**config.mk**
```make
export PLATFORM = sky130hd
export DESIGN_NAME = tic_tac_toe_turn_sequencer_flat
export DESIGN_NICKNAME = d
export VERILOG_FILES = /design/src/rtl/tic_tac_toe_turn_sequencer_pkg.sv /design/src/rtl/tic_tac_toe_turn_sequencer_if.sv /design/src/rtl/tic_tac_toe_turn_sequencer_sat_counter.sv /design/src/rtl/tic_tac_toe_turn_sequencer.sv /design/src/flat_wrapper.sv
export SDC_FILE = /design/constraint.sdc
export NUM_CORES = 1
export LEC_CHECK = 0
export CORE_ASPECT_RATIO = 1.1
export CORE_MARGIN = 3
export CORE_UTILIZATION = 41
export CTS_CLUSTER_SIZE = 40
export DETAILED_ROUTE_END_ITERATION = 12
export PLACE_DENSITY = 0.78
export SETUP_SLACK_MARGIN = 0.05
export SYNTH_ARGS = -nofsm -noshare
export SYNTH_HDL_FRONTEND = slang
export SYNTH_SLANG_ARGS = --single-unit
```
**constraint.sdc**
```tcl
create_clock -name i_clock -period 1.8 [get_ports i_clock]
set_input_delay 0.36 -clock i_clock [delete_from_list [all_inputs] [get_ports i_clock]]
set_output_delay 0.36 -clock i_clock [all_outputs]
set_load 0.01 [all_outputs]
```
**src/rtl/tic_tac_toe_turn_sequencer_pkg.sv**
```systemverilog
// Shared codes, state encoding and board helpers for the tic-tac-toe turn sequencer.
package tic_tac_toe_pkg;

    localparam logic [1:0] CELL_EMPTY    = 2'b00;
    localparam logic [1:0] CELL_PLAYER   = 2'b01;
    localparam logic [1:0] CELL_COMPUTER = 2'b10;

    localparam logic [1:0] RESULT_NONE     = 2'b00;
    localparam logic [1:0] RESULT_PLAYER   = 2'b01;
    localparam logic [1:0] RESULT_COMPUTER = 2'b10;
    localparam logic [1:0] RESULT_DRAW     = 2'b11;

    localparam int unsigned NUM_CELLS = 9;
    localparam int unsigned POS_W     = 4;
    localparam int unsigned BOARD_W   = 2 * NUM_CELLS;

    typedef enum logic [2:0] {
        IDLE    = 3'd0,
        WAIT_PL = 3'd1,
        WAIT_PC = 3'd2,
        WRITE   = 3'd3,
        CHECK   = 3'd4,
        DONE    = 3'd5
    } ttt_state_t;

    // An out-of-range index never matches a cell, so it is reported as not free.
    function automatic logic cell_is_free(input logic [BOARD_W-1:0] board,
                                          input logic [POS_W-1:0]   pos);
        logic free;
        free = 1'b0;
        for (int i = 0; i < NUM_CELLS; i++) begin
            if (pos == POS_W'(i)) begin
                free = (board[2*i +: 2] == CELL_EMPTY);
            end
        end
        return free;
    endfunction

    function automatic logic [1:0] other_mover(input logic [1:0] mover);
        return (mover == CELL_PLAYER) ? CELL_COMPUTER : CELL_PLAYER;
    endfunction

endpackage

```
**src/rtl/tic_tac_toe_turn_sequencer_if.sv**
```systemverilog
// Move-request, board-status and result bundle between the sequencer and its environment.
interface tic_tac_toe_turn_sequencer_if #(
    parameter int unsigned SCORE_W = 8
);
    import tic_tac_toe_pkg::*;

    logic                 start;
    logic                 pl_valid;
    logic [POS_W-1:0]     pl_pos;
    logic                 pl_ready;
    logic                 pc_valid;
    logic [POS_W-1:0]     pc_pos;
    logic                 pc_ready;
    logic [BOARD_W-1:0]   board;
    logic                 win;
    logic [1:0]           who;
    logic                 no_space;
    logic                 board_clr;
    logic                 wr_en;
    logic [POS_W-1:0]     wr_pos;
    logic [1:0]           wr_who;
    logic [1:0]           turn;
    logic                 illegal;
    logic                 timeout;
    logic                 game_over;
    logic [1:0]           result;
    logic [SCORE_W-1:0]   pl_score;
    logic [SCORE_W-1:0]   pc_score;
    logic [SCORE_W-1:0]   draw_count;

    modport slave (
        input  start, pl_valid, pl_pos, pc_valid, pc_pos, board, win, who, no_space,
        output pl_ready, pc_ready, board_clr, wr_en, wr_pos, wr_who, turn, illegal,
               timeout, game_over, result, pl_score, pc_score, draw_count
    );

    modport master (
        output start, pl_valid, pl_pos, pc_valid, pc_pos, board, win, who, no_space,
        input  pl_ready, pc_ready, board_clr, wr_en, wr_pos, wr_who, turn, illegal,
               timeout, game_over, result, pl_score, pc_score, draw_count
    );

endinterface

```
**src/rtl/tic_tac_toe_turn_sequencer_sat_counter.sv**
```systemverilog
// Saturating up-counter with synchronous active-low clear; used for the session tallies.
module ttt_sat_counter #(
    parameter int unsigned W = 8
) (
    input  logic         i_clock,
    input  logic         i_clr_n,
    input  logic         i_inc,
    output logic [W-1:0] o_count
);

    logic [W-1:0] r_count;

    // Count up on request, holding at all-ones instead of wrapping.
    always_ff @(posedge i_clock) begin
        if (!i_clr_n) begin
            r_count <= {W{1'b0}};
        end else if (i_inc && (r_count != {W{1'b1}})) begin
            r_count <= r_count + {{(W-1){1'b0}}, 1'b1};
        end
    end

    assign o_count = r_count;

endmodule

```
**src/rtl/tic_tac_toe_turn_sequencer.sv**
```systemverilog
// Turn sequencer/arbiter owning the board write port. Optional per-turn forfeit
// timer is built when TTT_MOVE_TIMEOUT_EN is defined.
module tic_tac_toe_turn_sequencer
    import tic_tac_toe_pkg::*;
#(
    parameter int unsigned SCORE_W      = 8,
    parameter int unsigned TURN_TIMEOUT = 64
) (
    input  logic                         i_clock,
    input  logic                         i_reset,
    tic_tac_toe_turn_sequencer_if.slave  io_ttt
);

    if ((TURN_TIMEOUT < 32'd2) || (TURN_TIMEOUT > 32'd65535)) begin : g_bad_timeout
        $error("TURN_TIMEOUT must lie in 2..65535");
    end

    ttt_state_t         r_state;
    logic [1:0]         r_turn;
    logic               r_board_clr;
    logic               r_wr_en;
    logic [POS_W-1:0]   r_wr_pos;
    logic [1:0]         r_wr_who;
    logic               r_illegal;
    logic               r_game_over;
    logic [1:0]         r_result;

    logic               w_acc;
    logic [POS_W-1:0]   w_mv_pos;
    logic [BOARD_W-1:0] w_board_view;
    logic               w_legal;
    logic               w_inc_pl;
    logic               w_inc_pc;
    logic               w_inc_draw;
    logic [SCORE_W-1:0] w_pl_score;
    logic [SCORE_W-1:0] w_pc_score;
    logic [SCORE_W-1:0] w_draw_count;

`ifdef TTT_MOVE_TIMEOUT_EN
    localparam logic [15:0] TO_LAST = 16'(TURN_TIMEOUT - 32'd1);
    logic [15:0] r_to_cnt;
    logic        r_timeout;
`endif

    assign io_ttt.pl_ready = (r_state == WAIT_PL);
    assign io_ttt.pc_ready = (r_state == WAIT_PC);

    assign w_acc    = ((r_state == WAIT_PL) && io_ttt.pl_valid) ||
                      ((r_state == WAIT_PC) && io_ttt.pc_valid);
    assign w_mv_pos = (r_state == WAIT_PL) ? io_ttt.pl_pos : io_ttt.pc_pos;

    // While board_clr is pulsing the position registers still show the old game;
    // they are cleared at this same edge, so validate against an empty board.
    assign w_board_view = r_board_clr ? {BOARD_W{1'b0}} : io_ttt.board;
    assign w_legal      = cell_is_free(w_board_view, w_mv_pos);

    assign w_inc_pl   = (r_state == CHECK) && io_ttt.win && (io_ttt.who == CELL_PLAYER);
    assign w_inc_pc   = (r_state == CHECK) && io_ttt.win && (io_ttt.who == CELL_COMPUTER);
    assign w_inc_draw = (r_state == CHECK) && !io_ttt.win && io_ttt.no_space;

    // Game FSM: arbitration, move validation, write/check sequencing and hand-over.
    always_ff @(posedge i_clock) begin
        if (!i_reset) begin
            r_state     <= IDLE;
            r_turn      <= CELL_EMPTY;
            r_board_clr <= 1'b0;
            r_wr_en     <= 1'b0;
            r_wr_pos    <= {POS_W{1'b0}};
            r_wr_who    <= CELL_EMPTY;
            r_illegal   <= 1'b0;
            r_game_over <= 1'b0;
            r_result    <= RESULT_NONE;
`ifdef TTT_MOVE_TIMEOUT_EN
            r_to_cnt    <= 16'd0;
            r_timeout   <= 1'b0;
`endif
        end else begin
            r_board_clr <= 1'b0;
            r_wr_en     <= 1'b0;
            r_wr_pos    <= {POS_W{1'b0}};
            r_wr_who    <= CELL_EMPTY;
            r_illegal   <= 1'b0;
`ifdef TTT_MOVE_TIMEOUT_EN
            r_timeout   <= 1'b0;
`endif
            case (r_state)
                IDLE, DONE: begin
                    if (io_ttt.start) begin
                        r_board_clr <= 1'b1;
                        r_result    <= RESULT_NONE;
                        r_turn      <= CELL_PLAYER;
                        r_game_over <= 1'b0;
                        r_state     <= WAIT_PL;
`ifdef TTT_MOVE_TIMEOUT_EN
                        r_to_cnt    <= 16'd0;
`endif
                    end
                end
                WAIT_PL, WAIT_PC: begin
                    if (w_acc) begin
                        if (w_legal) begin
                            r_wr_en  <= 1'b1;
                            r_wr_pos <= w_mv_pos;
                            r_wr_who <= r_turn;
                            r_state  <= WRITE;
`ifdef TTT_MOVE_TIMEOUT_EN
                            r_to_cnt <= 16'd0;
`endif
                        end else begin
                            r_illegal <= 1'b1;
                        end
                    end
`ifdef TTT_MOVE_TIMEOUT_EN
                    else if (r_to_cnt == TO_LAST) begin
                        r_timeout <= 1'b1;
                        r_to_cnt  <= 16'd0;
                        r_turn    <= other_mover(r_turn);
                        r_state   <= (r_state == WAIT_PL) ? WAIT_PC : WAIT_PL;
                    end else begin
                        r_to_cnt <= r_to_cnt + 16'd1;
                    end
`endif
                end
                WRITE: begin
                    r_state <= CHECK;
                end
                CHECK: begin
                    if (io_ttt.win) begin
                        case (io_ttt.who)
                            CELL_PLAYER:   r_result <= RESULT_PLAYER;
                            CELL_COMPUTER: r_result <= RESULT_COMPUTER;
                            default:       r_result <= io_ttt.who;
                        endcase
                        r_turn      <= CELL_EMPTY;
                        r_game_over <= 1'b1;
                        r_state     <= DONE;
                    end else if (io_ttt.no_space) begin
                        r_result    <= RESULT_DRAW;
                        r_turn      <= CELL_EMPTY;
                        r_game_over <= 1'b1;
                        r_state     <= DONE;
                    end else begin
                        r_turn  <= other_mover(r_turn);
                        r_state <= (r_turn == CELL_PLAYER) ? WAIT_PC : WAIT_PL;
                    end
                end
                default: begin
                    r_state <= IDLE;
                end
            endcase
        end
    end

    ttt_sat_counter #(.W(SCORE_W)) u_pl_score (
        .i_clock (i_clock),
        .i_clr_n (i_reset),
        .i_inc   (w_inc_pl),
        .o_count (w_pl_score)
    );

    ttt_sat_counter #(.W(SCORE_W)) u_pc_score (
        .i_clock (i_clock),
        .i_clr_n (i_reset),
        .i_inc   (w_inc_pc),
        .o_count (w_pc_score)
    );

    ttt_sat_counter #(.W(SCORE_W)) u_draw_count (
        .i_clock (i_clock),
        .i_clr_n (i_reset),
        .i_inc   (w_inc_draw),
        .o_count (w_draw_count)
    );

    assign io_ttt.board_clr  = r_board_clr;
    assign io_ttt.wr_en      = r_wr_en;
    assign io_ttt.wr_pos     = r_wr_pos;
    assign io_ttt.wr_who     = r_wr_who;
    assign io_ttt.turn       = r_turn;
    assign io_ttt.illegal    = r_illegal;
    assign io_ttt.game_over  = r_game_over;
    assign io_ttt.result     = r_result;
    assign io_ttt.pl_score   = w_pl_score;
    assign io_ttt.pc_score   = w_pc_score;
    assign io_ttt.draw_count = w_draw_count;
`ifdef TTT_MOVE_TIMEOUT_EN
    assign io_ttt.timeout    = r_timeout;
`else
    assign io_ttt.timeout    = 1'b0;
`endif

endmodule

```
**src/flat_wrapper.sv**
```systemverilog
// flat-port wrapper written by rule: the top's interface ports become plain ports
module tic_tac_toe_turn_sequencer_flat import tic_tac_toe_pkg::*;
#(
    parameter int unsigned SCORE_W      = 8,
    parameter int unsigned TURN_TIMEOUT = 64
)
  (i_clock, i_reset, io_ttt_start, io_ttt_pl_valid, io_ttt_pl_pos, io_ttt_pc_valid, io_ttt_pc_pos, io_ttt_board, io_ttt_win, io_ttt_who, io_ttt_no_space, io_ttt_pl_ready, io_ttt_pc_ready, io_ttt_board_clr, io_ttt_wr_en, io_ttt_wr_pos, io_ttt_wr_who, io_ttt_turn, io_ttt_illegal, io_ttt_timeout, io_ttt_game_over, io_ttt_result, io_ttt_pl_score, io_ttt_pc_score, io_ttt_draw_count);
  tic_tac_toe_turn_sequencer_if #(.SCORE_W(SCORE_W)) io_ttt_i ();
  input  logic i_clock;
  input  logic i_reset;
  input wire logic [$bits(io_ttt_i.start)-1:0] io_ttt_start;
  input wire logic [$bits(io_ttt_i.pl_valid)-1:0] io_ttt_pl_valid;
  input wire logic [$bits(io_ttt_i.pl_pos)-1:0] io_ttt_pl_pos;
  input wire logic [$bits(io_ttt_i.pc_valid)-1:0] io_ttt_pc_valid;
  input wire logic [$bits(io_ttt_i.pc_pos)-1:0] io_ttt_pc_pos;
  input wire logic [$bits(io_ttt_i.board)-1:0] io_ttt_board;
  input wire logic [$bits(io_ttt_i.win)-1:0] io_ttt_win;
  input wire logic [$bits(io_ttt_i.who)-1:0] io_ttt_who;
  input wire logic [$bits(io_ttt_i.no_space)-1:0] io_ttt_no_space;
  output wire logic [$bits(io_ttt_i.pl_ready)-1:0] io_ttt_pl_ready;
  output wire logic [$bits(io_ttt_i.pc_ready)-1:0] io_ttt_pc_ready;
  output wire logic [$bits(io_ttt_i.board_clr)-1:0] io_ttt_board_clr;
  output wire logic [$bits(io_ttt_i.wr_en)-1:0] io_ttt_wr_en;
  output wire logic [$bits(io_ttt_i.wr_pos)-1:0] io_ttt_wr_pos;
  output wire logic [$bits(io_ttt_i.wr_who)-1:0] io_ttt_wr_who;
  output wire logic [$bits(io_ttt_i.turn)-1:0] io_ttt_turn;
  output wire logic [$bits(io_ttt_i.illegal)-1:0] io_ttt_illegal;
  output wire logic [$bits(io_ttt_i.timeout)-1:0] io_ttt_timeout;
  output wire logic [$bits(io_ttt_i.game_over)-1:0] io_ttt_game_over;
  output wire logic [$bits(io_ttt_i.result)-1:0] io_ttt_result;
  output wire logic [$bits(io_ttt_i.pl_score)-1:0] io_ttt_pl_score;
  output wire logic [$bits(io_ttt_i.pc_score)-1:0] io_ttt_pc_score;
  output wire logic [$bits(io_ttt_i.draw_count)-1:0] io_ttt_draw_count;
  assign io_ttt_i.start = io_ttt_start;
  assign io_ttt_i.pl_valid = io_ttt_pl_valid;
  assign io_ttt_i.pl_pos = io_ttt_pl_pos;
  assign io_ttt_i.pc_valid = io_ttt_pc_valid;
  assign io_ttt_i.pc_pos = io_ttt_pc_pos;
  assign io_ttt_i.board = io_ttt_board;
  assign io_ttt_i.win = io_ttt_win;
  assign io_ttt_i.who = io_ttt_who;
  assign io_ttt_i.no_space = io_ttt_no_space;
  assign io_ttt_pl_ready = io_ttt_i.pl_ready;
  assign io_ttt_pc_ready = io_ttt_i.pc_ready;
  assign io_ttt_board_clr = io_ttt_i.board_clr;
  assign io_ttt_wr_en = io_ttt_i.wr_en;
  assign io_ttt_wr_pos = io_ttt_i.wr_pos;
  assign io_ttt_wr_who = io_ttt_i.wr_who;
  assign io_ttt_turn = io_ttt_i.turn;
  assign io_ttt_illegal = io_ttt_i.illegal;
  assign io_ttt_timeout = io_ttt_i.timeout;
  assign io_ttt_game_over = io_ttt_i.game_over;
  assign io_ttt_result = io_ttt_i.result;
  assign io_ttt_pl_score = io_ttt_i.pl_score;
  assign io_ttt_pc_score = io_ttt_i.pc_score;
  assign io_ttt_draw_count = io_ttt_i.draw_count;
  tic_tac_toe_turn_sequencer #(.SCORE_W(SCORE_W), .TURN_TIMEOUT(TURN_TIMEOUT)) u_core (.i_clock(i_clock), .i_reset(i_reset), .io_ttt(io_ttt_i));
endmodule
```
==> results.json <==
{
  "detailedRoute.firstIterationViolations": 51,
  "wire_length_of_the_first_global_routing_pass_um": 9780,
  "period_share": 1.12,
  "drcViolationCount": 0,
  "startpoint_type_of_the_worst_setup_path": "flop",
  "wire_per_inst_um": 14.6,
  "dpl_wire_length_um": 4640,
  "cts-root-buf": "sky130_fd_sc_hd__clkbuf_8",
  "cp-end-kind": "flop",
  "synth-seq-area-share": 0.379,
  "count_of_flip_flops_with_a_built_in_enable_after_synthesis": 0,
  "final_hold_viol_count": 0,
  "clkLatencyLatePin_ns": 0.29,
  "yosys_top_cell_area_share": 0.379,
  "finalWorstSetupSlack_ns": -0.225,
  "placement.io_buffers": 74,
  "design.core.area_um2": 5070,
  "critical_path_peak_fanout": 8,
  "numClockSinks": 41,
  "largest_cells_by_area_after_synthesis": "sky130_fd_sc_hd__dfxtp_1 (38%), sky130_fd_sc_hd__nor2_1 (6.4%), sky130_fd_sc_hd__xor2_1 (4.9%)",
  "synth.lib_cells_used.distinct": 52,
  "synth-main-ff-cell": "sky130_fd_sc_hd__dfxtp_1",
  "fillerInstances": 442,
  "postSynthRegisterBits": 41,
  "drtPass1Iterations": 4,
  "r2r_cells": 6,
  "finalWorstPathRequiredPeriod_ns": 2.02,
  "worstHoldPathCells": 2,
  "p_leak_nw": 1.28,
  "area_delta_synth_final_pct": 57.3,
  "pwr-share-seq": 0.445,
  "ff_latch_area_um2": 826,
  "run_status": "finished with violations",
  "required_ns": 1.97,
  "rsz0062_at_grt": "yes",
  "vias_per_cell": 5.47,
  "die_h_um": 82.2,
  "layout.cell_area.non_filler_um2": 3410,
  "synthesis.area_um2": 2170,
  "row_count": 27,
  "detail-route-antenna-nets": 0,
  "setup.worst_path.class": "flop to flop",
  "worst_hold_path_type": "flop to flop",
  "n_antenna_cell": 0,
  "buffer_depth_of_the_longest_clock_path": 2,
  "power_frac_comb": 0.274,
  "failed_checks": "negative setup slack",
  "initial_core_util": 0.427,
  "ys.warnings.count": 0,
  "first_global_vias": 2187,
  "gp_congestion": 0.965,
  "clock_transition_at_the_register_clock_pins_on_the_worst_setup_and_hold_paths_after_cts_ns": 0.07,
  "clock-skew-final_ns": 0.00231,
  "die_w_um": 75.3,
  "h_tree_depth": 2,
  "synth-async-reset-ratio": 0,
  "power.clock.fraction": 0.281,
  "die_area_um2": 6190,
  "hold_buffers": 0,
  "finalSetupViolations": 10,
  "syn-mean-instance-area_um2": 8.70,
  "yosys.area.top_type": "sky130_fd_sc_hd__dfxtp_1",
  "synthesis.instances": 249,
  "num_vias": 2280,
  "globalRouteOverflowTotal": 0,
  "ir_drop_mv": 0.401,
  "cts_made_buffers": 5,
  "power.share.switching": 0.277,
  "antenna_found_initial": 0,
  "critical_path_arrival_ns": 2.20,
  "p_int_mw": 1.55,
  "place_area_um2": 3230,
  "routed_wirelength_um": 6100,
  "switching_power_mw": 0.594,
  "mappedNetlistNets": 289,
  "timing_max_transition_violations_final": 0,
  "max_freq_mhz": 494,
  "largest_net_degree_at_the_start_of_global_routing": 15,
  "nets": 399,
  "power.density_cell_area_nw_per_um2": 630,
  "fin_setup_tns_ns": -1.72,
  "cap_viol_max_count": 0,
  "drive_above_1_share": 0.201,
  "clock_tree_from_tritoncts": "built",
  "grtUsageTotal": 0.204,
  "area_of_combinational_cells_with_multiple_inputs_um2": 1350,
  "pin_count": 76
}
==> path summary, 6_finish.rpt <==
kind	startpoint	to	slack (ns)
max	u_core.r_state[2]	u_core.r_state[1]	-0.22
min	u_core.io_ttt.game_over	u_core.io_ttt.game_over	0.47
max reg2reg	u_core.r_state[2]	u_core.r_state[1]	-0.22
min reg2reg	u_core.io_ttt.game_over	u_core.io_ttt.game_over	0.47
==> synthesized netlist by cell type, types with 3 or more instances <==
library cell / number
sky130_fd_sc_hd__a21oi_1: 15
sky130_fd_sc_hd__clkbuf_1: 5
sky130_fd_sc_hd__dfxtp_1: 41
sky130_fd_sc_hd__ha_1: 5
sky130_fd_sc_hd__inv_1: 8
sky130_fd_sc_hd__mux2_2: 3
sky130_fd_sc_hd__mux2i_1: 5
sky130_fd_sc_hd__nand2_1: 23
sky130_fd_sc_hd__nand3_1: 11
sky130_fd_sc_hd__nand3b_1: 6
sky130_fd_sc_hd__nand4_1: 6
sky130_fd_sc_hd__nor2_1: 37
sky130_fd_sc_hd__nor2b_1: 4
sky130_fd_sc_hd__nor3_1: 3
sky130_fd_sc_hd__nor4b_1: 4
sky130_fd_sc_hd__o21ai_0: 7
sky130_fd_sc_hd__or3_1: 4
sky130_fd_sc_hd__xnor2_1: 7
sky130_fd_sc_hd__xor2_1: 12
==> registers in the layout, indices dropped and copies added, names as in the netlist <==
signal / cells
u_core.io_ttt.result: 2
u_core.u_pl_score.o_count: 8
u_core.io_ttt.board_clr: 1
u_core.io_ttt.turn: 2
u_core.io_ttt.game_over: 1
u_core.u_draw_count.o_count: 8
u_core.io_ttt.wr_pos: 4
u_core.r_state: 3
u_core.io_ttt.wr_en: 1
u_core.u_pc_score.o_count: 8
u_core.io_ttt.wr_who: 2
u_core.io_ttt.illegal: 1
==> repair_timing <==
item                       4_1_cts  5_1_grt
pin swaps                       10        7
resized for setup               18       10
setup endpoints to repair       21       30
gates cloned                     0        0
setup buffers                    0        1
==> critical path: stages, from the launching register on <==
cell,delay [ns]
sky130_fd_sc_hd__dfxtp_2,0.34
sky130_fd_sc_hd__or3b_4,0.48
sky130_fd_sc_hd__mux2_4,0.36
sky130_fd_sc_hd__a2111oi_4,0.21
sky130_fd_sc_hd__o21ai_2,0.12
sky130_fd_sc_hd__o21bai_4,0.28
sky130_fd_sc_hd__o21ai_1,0.10
==> power by group through the flow <==
stage | clock network (mW) | registers (mW) | logic, mW
6_report | 0.602 | 0.954 | 0.588
3_3_place_gp | 0 | 0.972 | 0.537
4_1_cts | 0.623 | 0.952 | 0.575
3_5_place_dp | 0 | 0.974 | 0.546
2_1_floorplan | 0 | 0.982 | 0.275
5_1_grt | 0.671 | 0.957 | 0.638
==> kinds of logic (layout without fill, tap and decap cells) <==
group           count (synthesis)  in the layout  share of synthesized area
other cells                     1              1                    0.00173
mux                             9              9                     0.0456
buf+inv                        17            127                     0.0347
simple gates                  110            110                      0.261
flops                          41             41                      0.379
fa+ha+maj                       5              5                     0.0289
compound gates                 47             47                      0.172
xor+xnor                       19             19                     0.0768
==> placed cells by master (no fill, tap or decap), types with 3 or more instances in the layout <==
cell type,Yosys,routed
sky130_fd_sc_hd__ha_1,5,4
sky130_fd_sc_hd__clkbuf_8,0,6
sky130_fd_sc_hd__a2111oi_4,2,3
sky130_fd_sc_hd__buf_4,1,33
sky130_fd_sc_hd__or3_1,4,4
sky130_fd_sc_hd__a21oi_1,15,14
sky130_fd_sc_hd__nand3_1,11,11
sky130_fd_sc_hd__nand2_1,23,23
sky130_fd_sc_hd__dfxtp_1,41,37
sky130_fd_sc_hd__nor2b_1,4,4
sky130_fd_sc_hd__dfxtp_2,0,4
sky130_fd_sc_hd__xnor2_1,7,7
sky130_fd_sc_hd__buf_6,1,5
sky130_fd_sc_hd__inv_1,8,8
sky130_fd_sc_hd__xor2_1,12,12
sky130_fd_sc_hd__clkdlybuf4s50_1,0,72
sky130_fd_sc_hd__nand3b_1,6,6
sky130_fd_sc_hd__nand4_1,6,6
sky130_fd_sc_hd__mux2i_1,5,4
sky130_fd_sc_hd__o21ai_0,7,6
sky130_fd_sc_hd__nor2_1,37,36
sky130_fd_sc_hd__o21ai_1,2,3
sky130_fd_sc_hd__mux2_2,3,3
==> layer usage <==
layer | wire, µm | up-vias | share of wire | GRT usage
li1 | - | 1100 | - | -
met1 | 2450 | 1074 | 0.40 | 0.235
met2 | 2920 | 92 | 0.48 | 0.341
met3 | 546 | 14 | 0.090 | 0.0617
met4 | 186 | 0 | 0.031 | 0.0979
met5 | 0 | - | 0 | 0
==> layout make-up <==
type | count | share of cell area
clock buffer | 7 | 0.0253
inverter | 9 | 0.0114
sequential | 41 | 0.242
multi-input combinational | 191 | 0.396
tap | 58 | 0.0213
timing repair buffer | 111 | 0.304
==> per-stage QoR <==
step	util	power, mW	hold slack, ns	setup WS [ns]	cells
floorplan	-	1.26	0.469	-0.0746	249
global placement	0.637	1.51	0.454	-0.383	409
detailed placement	0.637	1.52	0.467	-0.478	409
CTS	0.665	2.15	0.477	-0.199	416
global route	0.672	2.27	0.498	-0.309	417
finish	0.672	2.14	0.473	-0.225	417
Note: power is estimated with default switching activity, not from simulation.
